[src/rtl/gbc_header_parser.sv]
// Purpose: reads the GBC cartridge header and registers the mapper configuration word (GBC_HEADER_CHECKSUM_EN adds checksum verification).
// Latency: 2 enabled cycles per header byte; Done rises 2N+2 enabled cycles after Start (N = 26 with checksum, 7 without).
// Backpressure: one read outstanding; ReadReq/ReadAddr held until ReadAck or until TIMEOUT enabled cycles expire.
module gbc_header_parser #(
    parameter int ADDR_W  = 23,
    parameter int TIMEOUT = 255
) (
    input  logic              Clk,
    input  logic              Reset_n,
    input  logic              ClkEn,
    input  logic              Start,
    output logic              ReadReq,
    output logic [ADDR_W-1:0] ReadAddr,
    input  logic              ReadAck,
    input  logic [7:0]        ReadData,
    output logic              Busy,
    output logic              Done,
    output logic              Error,
    output logic              ChecksumOk,
    output logic [7:0]        MapperType,
    output logic [2:0]        MapperFamily,
    output logic [8:0]        RomBankMask,
    output logic [3:0]        RamBankMask,
    output logic              HasRam,
    output logic              HasBattery,
    output logic              HasRtc,
    output logic [1:0]        CgbMode
);

    typedef enum logic [2:0] {S_IDLE, S_REQ, S_WAIT, S_DECODE, S_FIN, S_ERR} state_t;

    localparam int               TMO_W    = (TIMEOUT < 2) ? 1 : $clog2(TIMEOUT);
    localparam logic [TMO_W-1:0] TMO_LAST = TMO_W'(TIMEOUT - 1);

    localparam logic [ADDR_W-1:0] ADDR_CGB  = ADDR_W'('h143);
    localparam logic [ADDR_W-1:0] ADDR_TYPE = ADDR_W'('h147);
    localparam logic [ADDR_W-1:0] ADDR_ROM  = ADDR_W'('h148);
    localparam logic [ADDR_W-1:0] ADDR_RAM  = ADDR_W'('h149);
`ifdef GBC_HEADER_CHECKSUM_EN
    localparam logic [ADDR_W-1:0] ADDR_CSUM  = ADDR_W'('h14D);
    localparam logic [ADDR_W-1:0] FIRST_ADDR = ADDR_W'('h134);
    localparam logic [ADDR_W-1:0] LAST_ADDR  = ADDR_W'('h14D);
`else
    localparam logic [ADDR_W-1:0] FIRST_ADDR = ADDR_W'('h143);
    localparam logic [ADDR_W-1:0] LAST_ADDR  = ADDR_W'('h149);
`endif

    state_t           state;
    logic [TMO_W-1:0] tmo_cnt;
    logic [1:0]       cgb_q;
    logic [7:0]       type_q;
    logic [7:0]       rom_q;
    logic [7:0]       ram_q;
`ifdef GBC_HEADER_CHECKSUM_EN
    logic [7:0]       acc;
`endif

    logic [2:0] fam_c;
    logic       unsup_c;
    logic       bat_c;
    logic       rtc_c;
    logic       ram_c;
    logic       rom_bad_c;
    logic       ram_bad_c;
    logic [9:0] rom_wide;
    logic [8:0] rom_mask_c;
    logic [3:0] ram_mask_c;
    logic [1:0] cgb_c;

    // Decode of the captured raw bytes; registered into the outputs in S_DECODE.
    always_comb begin
        fam_c   = 3'd7;
        unsup_c = 1'b0;
        case (type_q)
            8'h00, 8'h08, 8'h09:                       fam_c = 3'd0;
            8'h01, 8'h02, 8'h03:                       fam_c = 3'd1;
            8'h05, 8'h06:                              fam_c = 3'd2;
            8'h0F, 8'h10, 8'h11, 8'h12, 8'h13:         fam_c = 3'd3;
            8'h19, 8'h1A, 8'h1B, 8'h1C, 8'h1D, 8'h1E:  fam_c = 3'd5;
            default:                                   unsup_c = 1'b1;
        endcase

        bat_c = type_q inside {8'h03, 8'h06, 8'h09, 8'h0F, 8'h10, 8'h13, 8'h1B, 8'h1E};
        rtc_c = (type_q == 8'h0F) || (type_q == 8'h10);
        ram_c = (type_q inside {8'h02, 8'h03, 8'h08, 8'h09, 8'h10, 8'h12, 8'h13,
                                8'h1A, 8'h1B, 8'h1D, 8'h1E}) || (fam_c == 3'd2);

        rom_bad_c  = (rom_q > 8'd8);
        rom_wide   = (10'd2 << rom_q[3:0]) - 10'd1;
        rom_mask_c = rom_bad_c ? 9'h1FF : rom_wide[8:0];

        ram_mask_c = 4'h0;
        ram_bad_c  = 1'b0;
        case (ram_q)
            8'h00, 8'h01, 8'h02: ram_mask_c = 4'h0;
            8'h03:               ram_mask_c = 4'h3;
            8'h04:               ram_mask_c = 4'hF;
            8'h05:               ram_mask_c = 4'h7;
            default:             ram_bad_c  = 1'b1;
        endcase

        cgb_c = cgb_q[1] ? (cgb_q[0] ? 2'd2 : 2'd1) : 2'd0;
    end

    always_ff @(posedge Clk or negedge Reset_n) begin
        if (!Reset_n) begin
            state        <= S_IDLE;
            tmo_cnt      <= '0;
            cgb_q        <= '0;
            type_q       <= '0;
            rom_q        <= '0;
            ram_q        <= '0;
`ifdef GBC_HEADER_CHECKSUM_EN
            acc          <= '0;
`endif
            ReadReq      <= 1'b0;
            ReadAddr     <= '0;
            Busy         <= 1'b0;
            Done         <= 1'b0;
            Error        <= 1'b0;
            ChecksumOk   <= 1'b0;
            MapperType   <= '0;
            MapperFamily <= '0;
            RomBankMask  <= '0;
            RamBankMask  <= '0;
            HasRam       <= 1'b0;
            HasBattery   <= 1'b0;
            HasRtc       <= 1'b0;
            CgbMode      <= '0;
        end else if (ClkEn) begin
            case (state)
                S_IDLE, S_FIN, S_ERR: begin
                    if (Start) begin
                        state      <= S_REQ;
                        Busy       <= 1'b1;
                        Done       <= 1'b0;
                        Error      <= 1'b0;
                        ChecksumOk <= 1'b0;
                        ReadAddr   <= FIRST_ADDR;
`ifdef GBC_HEADER_CHECKSUM_EN
                        acc        <= '0;
`endif
                    end
                end
                // Address is already stable here; the request rises on the way out.
                S_REQ: begin
                    ReadReq <= 1'b1;
                    tmo_cnt <= '0;
                    state   <= S_WAIT;
                end
                S_WAIT: begin
                    if (ReadAck) begin
                        if (ReadAddr == ADDR_CGB)  cgb_q  <= ReadData[7:6];
                        if (ReadAddr == ADDR_TYPE) type_q <= ReadData;
                        if (ReadAddr == ADDR_ROM)  rom_q  <= ReadData;
                        if (ReadAddr == ADDR_RAM)  ram_q  <= ReadData;
`ifdef GBC_HEADER_CHECKSUM_EN
                        if (ReadAddr == ADDR_CSUM) ChecksumOk <= (acc == ReadData);
                        else                       acc <= acc - ReadData - 8'd1;
`endif
                        ReadReq <= 1'b0;
                        if (ReadAddr == LAST_ADDR) begin
                            state <= S_DECODE;
                        end else begin
                            ReadAddr <= ReadAddr + ADDR_W'(1);
                            state    <= S_REQ;
                        end
                    end else if (tmo_cnt == TMO_LAST) begin
                        ReadReq <= 1'b0;
                        Error   <= 1'b1;
                        Busy    <= 1'b0;
                        state   <= S_ERR;
                    end else begin
                        tmo_cnt <= tmo_cnt + TMO_W'(1);
                    end
                end
                S_DECODE: begin
                    MapperType   <= type_q;
                    MapperFamily <= fam_c;
                    HasRam       <= ram_c;
                    HasBattery   <= bat_c;
                    HasRtc       <= rtc_c;
                    RomBankMask  <= rom_mask_c;
                    RamBankMask  <= ram_mask_c;
                    CgbMode      <= cgb_c;
                    Error        <= unsup_c | rom_bad_c | ram_bad_c;
`ifndef GBC_HEADER_CHECKSUM_EN
                    ChecksumOk   <= 1'b1;
`endif
                    Done         <= 1'b1;
                    Busy         <= 1'b0;
                    state        <= S_FIN;
                end
                default: state <= S_IDLE;
            endcase
        end
    end

endmodule

[config.mk]
export PLATFORM = sky130hd
export DESIGN_NAME = gbc_header_parser
export DESIGN_NICKNAME = d
export VERILOG_FILES = /design/src/rtl/gbc_header_parser.sv
export SDC_FILE = /design/constraint.sdc
export NUM_CORES = 1
export LEC_CHECK = 0
export BUFFER_PORTS_ARGS = -buffer_cell sky130_fd_sc_hd__buf_2
export CAP_MARGIN = 20
export CORE_ASPECT_RATIO = 1.5
export CORE_MARGIN = 1.5
export CORE_UTILIZATION = 60
export DETAILED_ROUTE_END_ITERATION = 8
export GPL_ROUTABILITY_DRIVEN = 0
export GPL_TIMING_DRIVEN = 0
export PLACE_DENSITY = 0.83
export SYNTH_ARGS = -nofsm -noshare
export SYNTH_HDL_FRONTEND = slang
export SYNTH_SLANG_ARGS = --single-unit
[constraint.sdc]
create_clock -name Clk -period 3.9 [get_ports Clk]
set_input_delay 0.78 -clock Clk [delete_from_list [all_inputs] [get_ports Clk]]
set_output_delay 0.78 -clock Clk [all_outputs]
set_load 0.05 [all_outputs]
Word level (Yosys, flattened, before mapping):

Cells that the tools add are included.

* flip-flop bits (word level): 93
* bits of input ports: 13
* output and inout bits: 57
* logic and storage cells: 127

* $add $sub $neg: 3
* order comparisons: 1
* eq/ne operators: 41
* shift operators: 1
* mux-type cells: 30
* bitwise logic cells: 2
* reductions and logical operators: 30

Operators with widths (number)
* $eq 23x9->1 const B: 4
* $eq 8x5->1 const B: 10
* $mux 23: 3
* $pmux 23 s2: 1
* $eq 8x2->1 const B: 4
* $eq 8x3->1 const B: 4
* $eq 8x4->1 const B: 3
* $add 23x1->23 const B: 1
* $reduce_and 4->1: 5
* $reduce_or 19->1: 1
* $eq 8x1->1 const B: 2
* $logic_not 8->1: 2
* $mux 8: 2
* $pmux 8 s2: 1
* $pmux 3 s5: 1
* $ne 2x2->1 const B: 6
* $pmux 3 s4: 1
* $pmux 4 s3: 1
* $reduce_or 6->1: 2
* $reduce_bool 11->1: 1
* $reduce_and 5->1: 2
* $eq 3x2->1 const B: 3
* $mux 1: 9
* $mux 3: 3
* other kinds (23): 36

Longest topological paths before layout:

Gate-level depths: netlist of the first run.

* word-level depth: 6
* mapped depth: 9
* mapped depth without buffers: 7

Least setup slack after synthesis of the first run:

OpenSTA, ideal clock, no wires.

* path type: reg-to-reg
* start point: register ReadAddr[14]
* end point: register ReadAddr[4]
* library setup time: 97 ps
* data arrival time: 2278 ps
* required time: 3803 ps
* slack: 1524 ps
* cell stages (with the launch flop): 10
* path buffers: 4
* clock period less this slack: 2376 ps
* path through: dfrtp_1 clkbuf_1 nor4b_1 and4_1 and4_1 buf_2 or3_1 buf_2 buf_2 o31ai_1

* word-level cells in the longest chain between the ends: 3

RTL lines
* start: declaration: line 13 `output logic [ADDR_W-1:0] ReadAddr,`
* start signal: assignment: line 165 `ReadAddr <= ReadAddr + ADDR_W'(1);`
* $eq 23x9->1: line 162 `if (ReadAddr == LAST_ADDR) begin`
* $ne 2x2->1 (no line)
* $reduce_and 5->1 (no line)

No other way between the ends.
A chain may end at the register's enable or synchronous reset.

Worst setup path in the final report of the first run:

* start point: register state[2]
* end point: register ReadAddr[8]

* word-level cells in the longest chain between the ends: 4
* elaborated cells between the ends (all ways): 11
* those cells by class: 6 x eq/ne; 1 x mux; 4 x reduce/logical

RTL lines
* start: declaration: line 48 `state_t state;`
* start signal: assignment: line 107 `state <= S_IDLE;`
* start signal: assignment: line 134 `state <= S_REQ;`
* start signal: assignment: line 149 `state <= S_WAIT;`
* $eq 3x3->1 or $logic_not 3->1 (tied branches): line 131 `case (state)`
* $reduce_or 3->1: line 131
* $ne 2x2->1 (no line) or $reduce_bool 2->1 (tied branches)
* $reduce_and 5->1 (no line)

Several ways; a longest one is shown, not always the timed one.

==> impl_metrics.csv, run 1 <==
group,metric,value,unit
status,status,"finished clean",
layout,antenna_cells,0,
global_routing,grt_pass1_vias,4111,
sta,setup_viol,0,
layout,synthToLayoutAreaGrowth,16.1,%
yosys,yosys.area.top_type,"dfrtp_1",
yosys,ys_ff_latch,92,
drt,first_pass_iters,6,
global_routing,use_met2,49.6,%
sta,slew_headroom,36.1,%
global_routing,grt_use_met1,34.5,%
global_routing,gr-total-overflow,0,
layout,n_fill_cell,598,
yosys,synth_commonest_cells,"dfrtp_1, nand2_1, nor2_1",
power_and_ir_drop,p_total,0.00343,W
layout,ff_latch_area,2300,µm²
setup_path,criticalPathCategory,"flip-flop to flip-flop",
floorplanning,fp.dieH,112,µm
power_and_ir_drop,p_leak,2.58,nW
clocking,path_clk_slew,0.06,ns
yosys,syn-instance-count,490,
yosys,synthSimpleGateAreaFrac,20.5,%
drt,routed_wirelength,11700,µm
drt,drt_drc_violations_left,0,
flow_run,cap_viol_max_count,0,
drt,ant_nets,0,
drt,num_vias,4303,
setup_path,endpoint_kind,"flip-flop",
yosys,yosysUniqueCellTypes,58,
drt,drt-vias-per-instance,6.35,
power_and_ir_drop,vdd_drop_max,513,µV
sta,timing.final.ws_setup,1.40,ns
clocking,postCtsSetupBuffers,0,
yosys,avgSynthCellArea,9.72,µm²
sta,finalHoldViolations,0,
clocking,post_cts_resize_count,0,
sta,min_period,2.50,ns
floorplanning,coreArea,7660,µm²
floorplanning,io_pins,70,
yosys,synth_nets,509,
floorplanning,dieArea,8490,µm²
setup_path,critPathMaxFanout,10,
sta,fin_tns_setup,0,ns
setup_path,start_kind,"flip-flop",
power_and_ir_drop,p_per_area,621,nW/µm²
yosys,synthFlopType,"dfrtp_1",
sta,period_share,64.2,%
sta,fin_hold_ws,0.306,ns
yosys,ys_warn_count,0,
layout,drive_above_1_share,22.2,%
global_routing,grtUsageTotal,29.4,%
setup_path,crit_required,4.13,ns
global_routing,grt_use_met3,4.76,%
global_routing,busiest_layer,"met2",
layout,layout.nets,590,
placed_design,dp_hpwl,8340,µm
drt,drtIter0Drc,324,
floorplanning,die_w,75.7,µm
yosys,synthArstFlopShare,100,%
drt,wl_per_cell,17.3,µm
floorplanning,row_count,39,
clocking,clockBufferDepth,2,
placed_design,portBuffers,69,
sta,rsz0062_at_grt,"false",
yosys,ys_top_cells_by_area,"dfrtp_1, o31ai_1, nand2_1",
hold_path,worstHoldPathType,"input pin to asynchronous set/reset pin",
yosys,synth-edff-count,0,
yosys,synth_top_area_share,48.3,%
clocking,clock_latency,0.34,ns
yosys,yosysMostFrequentCell,"dfrtp_1",
clocking,cts-root-buf,"clkbuf_16",
sta,skew,0.00652,ns
yosys,synth_mux_area_share,7.67,%
sta,maxSlewViolCount,0,
sta,tightest_slew,0.950,ns
placed_design,pre_cts_ws,1.15,ns
yosys,synthAdderAreaFrac,1.58,%
clocking,cts_made_buffers,9,
layout,fin_util,72.2,%
yosys,yosysSeqAreaShare,48.3,%
clocking,cts.sinks,92,
global_routing,grt_pass1_wl,19300,µm
global_routing,antenna_found_initial,0,
yosys,synth_top_family_by_area,"simple AND/OR/NAND/NOR gates",
clocking,cts_tree,"built",
sta,max_freq,399,MHz
floorplanning,start_util,62.2,%
yosys,synth_compound_area_share,17.1,%
setup_path,cp.arrival,2.74,ns
layout,multiInputGateArea,2270,µm²
yosys,syn_area,4760,µm²
clocking,cts_max_level,3,
global_routing,grt_max_degree,77,
clocking,hold_buffers,0,
yosys,synth_xor_area_share,0.920,%
[layout by cell type, fill, tap and decap left out, drive strengths merged, types with 2 or more instances in the layout]
| master | n |
|---|---|
| clkinv | 2 |
| o41ai | 2 |
| buf | 79 |
| a31oi | 15 |
| nor4 | 8 |
| mux2i | 2 |
| clkbuf | 38 |
| nand3b | 5 |
| and2 | 2 |
| nand3 | 21 |
| o22ai | 7 |
| ha | 6 |
| and3 | 3 |
| a211oi | 4 |
| nand2 | 61 |
| dfrtp | 92 |
| nand4 | 8 |
| nand2b | 6 |
| o22a | 4 |
| nor2b | 4 |
| o21bai | 2 |
| o21ai | 23 |
| a22o | 3 |
| o21a | 2 |
| and4 | 4 |
| nor3b | 3 |
| nor4b | 3 |
| or3 | 7 |
| nor2 | 42 |
| or2 | 3 |
| inv | 11 |
| xnor2 | 4 |
| or4 | 3 |
| a21oi | 19 |
| nor3 | 6 |
| o31ai | 31 |
| mux2 | 28 |
[cell families (layout without fill, tap and decap cells)]
| logic type | after synthesis | in the layout |
|---|---|---|
| simple gates | 190 | 190 |
| compound gates | 123 | 123 |
| flops | 92 | 92 |
| buf+inv | 44 | 130 |
| mux | 30 | 30 |
| fa+ha+maj | 6 | 6 |
| xor+xnor | 5 | 5 |
[metal layers]
layer / wire, µm / vias up / part of all wire [%]
li1: - / 1957 / -
met5: 0 / - / 0
met1: 4350 / 2075 / 37
met3: 717 / 53 / 6.1
met4: 474 / 0 / 4.0
met2: 6200 / 218 / 53
[critical path, stage by stage, from the launching register on]
cell and delay, ns:
dfrtp_1 0.48, or3b_1 0.42, buf_2 0.19, nor4_4 0.16
and4_1 0.22, buf_2 0.16, clkbuf_1 0.44, nor3_1 0.11
o22a_1 0.21
[state kept, by name, summed over array words and instances, names as in the netlist, 8 cells and up]
register and count:
ReadAddr 23, RomBankMask 9, ram_q 8, tmo_cnt 8, MapperType 8, rom_q 8
type_q 8
[final timing paths]
kind | startpoint | endpoint | slack (ns) | depth (start not counted)
setup / recovery | state[2]$_DFFE_PN0P_ | ReadAddr[8]$_DFFE_PN0P_ | 1.40 | 8
hold / removal | Reset_n | ReadAddr[2]$_DFFE_PN0P_ | 0.31 | 1
setup reg to reg | state[2]$_DFFE_PN0P_ | ReadAddr[8]$_DFFE_PN0P_ | 1.40 | 8
hold reg to reg | CgbMode[1]$_DFFE_PN0P_ | CgbMode[1]$_DFFE_PN0P_ | 0.46 | 2
max in group asynchronous | Reset_n | ChecksumOk$_DFFE_PN0P_ | 2.97 | 2
min in group Clk | CgbMode[1]$_DFFE_PN0P_ | CgbMode[1]$_DFFE_PN0P_ | 0.46 | 2
[through the flow]
| stage | instances | area (µm²) |
|---|---|---|
| 5_1_grt | 678 | 5530 |
| 6_report | 678 | 5530 |
| 3_5_place_dp | 662 | 5270 |
| 4_1_cts | 678 | 5530 |
| 2_1_floorplan | 490 | 4760 |
| 3_3_place_gp | 661 | 5240 |
[cell type report]
cell class	count	share of cell area, %
clock buffer	14	4.59
multi-input combinational	354	41.1
tap	102	2.31
inverter	11	0.747
clock inverter	2	0.181
timing repair buffer	70	6.79
buffer	33	2.60
sequential	92	41.6
[power breakdown]
part / internal (W) / switching [W]
combinational: 0.000391 / 0.000977
sequential: 0.00112 / 0.000141
clock: 0.000449 / 0.000357
Power figures use the tool's default switching activity.
==> run 2, diff against run 1 <==
Settings changed: CORE_UTILIZATION 60 to 57, PLACE_DENSITY 0.83 to 0.8.
Clock period 3.9 ns to 2.6 ns, I/O delays scaled along.
==> run 2 against run 1 <==
Effect of this change:
- non-clock buffer count stayed put
- cell count is 0.44% higher
- design area rose by 1.6%
- first-iteration DRC count shrank 20%
- via count shrank 2.6%
- clock power increased by 81%
- combinational power rose by 49%
==> impl_metrics.csv, run 2 (synthesis results as in run 1) <==
group,metric,value,unit
layout,top_register,"ReadAddr",
layout,reg_top3,"ReadAddr: 23 flops, RomBankMask: 9 flops",
layout,n_fill_cell,630,
setup_path,start_kind,"flip-flop",
floorplanning,dieArea,8920,µm²
placed_design,place_area,5270,µm²
sta,timing.final.ws_setup,0.0877,ns
global_routing,grt_pass1_vias,3976,
sta,fin_hold_ws,0.137,ns
setup_path,crit_family,"simple AND/OR/NAND/NOR gates",
global_routing,grt_use_met1,32.1,%
layout,layout_common_cells,"dfrtp_1, buf_2, nand2_1",
setup_path,slowest_stage,"dfrtp_1",
power_and_ir_drop,p_per_area,957,nW/µm²
clocking,cts-root-buf,"clkbuf_16",
sta,maxSlewViolCount,0,
placed_design,dp_hpwl,8290,µm
sta,min_period,2.51,ns
setup_path,criticalPathCategory,"flip-flop to flip-flop",
floorplanning,row_count,40,
setup_path,r2r_end,"ReadAddr[8]$_DFFE_PN0P_",
global_routing,antenna_found_initial,0,
sta,slew_headroom,41.7,%
power_and_ir_drop,pwr-share-seq,35.0,%
power_and_ir_drop,clkPwrFrac,27.1,%
clocking,cts_made_buffers,9,
setup_path,endpoint_kind,"flip-flop",
setup_path,crit_chain,"or3b_1 -> buf_2 -> nor4_4 -> and4_1 -> buf_2 -> clkbuf_1 -> nor3_1 -> o22a_1",
setup_path,max_stage_delay,0.48,ns
layout,final_common_cell,"dfrtp_1",
layout,drive_above_1_share,23.1,%
floorplanning,io_pins,70,
setup_path,reg2reg_slack,0.09,ns
power_and_ir_drop,internal_power,0.00316,W
sta,fin_tns_setup,0,ns
drt,drt_drc_violations_left,0,
power_and_ir_drop,vdd_drop_max,618,µV
sta,period_share,96.6,%
sta,skew,0.00649,ns
setup_path,crit_required,2.83,ns
layout,finalInstanceArea,5620,µm²
clocking,cts.sinks,92,
hold_path,worstHoldPathType,"input pin to asynchronous set/reset pin",
layout,largest_reg_flops,23,
setup_path,cp.depth,8,
power_and_ir_drop,p_sw,0.00222,W
global_routing,gr-total-overflow,0,
flow_run,cap_viol_max_count,0,
drt,first_pass_iters,5,
placed_design,portBuffers,69,
drt,drtIter0Drc,258,
drt,drt-vias-per-instance,6.15,
clocking,cts_max_level,3,
setup_path,cpMostUsedCell,"buf_2",
clocking,cts_tree,"built",
global_routing,grt_use_met3,4.44,%
power_and_ir_drop,p_comb_share,37.9,%
power_and_ir_drop,swShare,41.2,%
global_routing,grt_max_degree,58,
sta,setup_viol,0,
setup_path,cp.arrival,2.74,ns
clocking,clockBufferDepth,2,
global_routing,busiest_layer,"met2",
global_routing,use_met2,48.2,%
floorplanning,fp.dieH,115,µm
global_routing,grt_pass1_wl,19300,µm
drt,num_vias,4190,
layout,fin_util,69.7,%
setup_path,cp-startpoint,"state[2]$_DFFE_PN0P_",
sta,max_freq,398,MHz
drt,wl_per_cell,17.1,µm
layout,synthToLayoutAreaGrowth,17.9,%
layout,antenna_cells,0,
clocking,path_clk_slew,0.06,ns
setup_path,rr_startpoint,"state[2]$_DFFE_PN0P_",
placed_design,pre_cts_ws,0.134,ns
setup_path,critPathCapture,"ReadAddr[8]$_DFFE_PN0P_",
sta,finalHoldViolations,0,
global_routing,grtUsageTotal,27.7,%
drt,ant_nets,0,
sta,rsz0062_at_grt,"false",
setup_path,reg2regPathDepth,8,
floorplanning,start_util,59.1,%
clocking,clock_latency,0.34,ns
status,status,"finished clean",
setup_path,crit_buf_inv,3,
sta,tightest_slew,0.867,ns
floorplanning,die_w,77.6,µm
setup_path,critPathMaxFanout,10,
floorplanning,coreArea,8060,µm²
drt,routed_wirelength,11600,µm
power_and_ir_drop,p_leak,2.63,nW
layout,layout.nets,590,
-- run 2: power groups by stage --
stage                     logic [W]  registers (W)  clock network (W)
after floorplan            0.000915        0.00249                  0
after global placement      0.00197        0.00189                  0
after detailed placement    0.00202        0.00190                  0
after CTS                   0.00204        0.00188            0.00148
after global routing        0.00221        0.00191            0.00154
final                       0.00204        0.00188            0.00146
-- run 2: area by class of cell --
class / count / area [µm²] / area share (%)
well taps: 105 / 131 / 2.34
plain buffers: 33 / 144 / 2.56
multi-input cells: 354 / 2290 / 40.7
repair buffers: 70 / 375 / 6.68
clock inverters: 5 / 82.6 / 1.47
inverters: 11 / 41.3 / 0.735
flip-flops and latches: 92 / 2300 / 41.0
clock buffers: 11 / 253 / 4.50
-- run 2: through the flow --
| step | power, W | std cells |
|---|---|---|
| 6_report | 0.00537 | 681 |
| 5_1_grt | 0.00566 | 681 |
| 4_1_cts | 0.00540 | 681 |
| 3_5_place_dp | 0.00392 | 665 |
| 3_3_place_gp | 0.00386 | 664 |
| 2_1_floorplan | 0.00340 | 490 |
-- run 2: timing repair --
item	in CTS	in global routing
buffers inserted	0	0
setup endpoints to repair	0	3
hold buffers	0	0
gates resized for setup	0	2
-- run 2: worst min path at each step --
stage / to / cells after the start / slack, ns / startpoint
5_1_grt: MapperType[6]$_DFFE_PN0P_ / 1 / 0.16 / Reset_n
2_1_floorplan: Busy$_DFFE_PN0P_ / 0 / 0.22 / Reset_n
4_1_cts: MapperType[7]$_DFFE_PN0P_ / 1 / 0.14 / Reset_n
6_report: ReadAddr[5]$_DFFE_PN0P_ / 1 / 0.14 / Reset_n
3_3_place_gp: CgbMode[1]$_DFFE_PN0P_ / 2 / 0.45 / CgbMode[1]$_DFFE_PN0P_
3_5_place_dp: RomBankMask[0]$_DFFE_PN0P_ / 1 / 0.45 / RomBankMask[0]$_DFFE_PN0P_
-- run 2: per-layer routing --
layer,wire (µm),share of wire (%),vias up
met2,6070,52,164
met4,442,3.8,0
met5,0,0,-
met1,4600,40,2024
li1,-,-,1968
met3,529,4.5,34
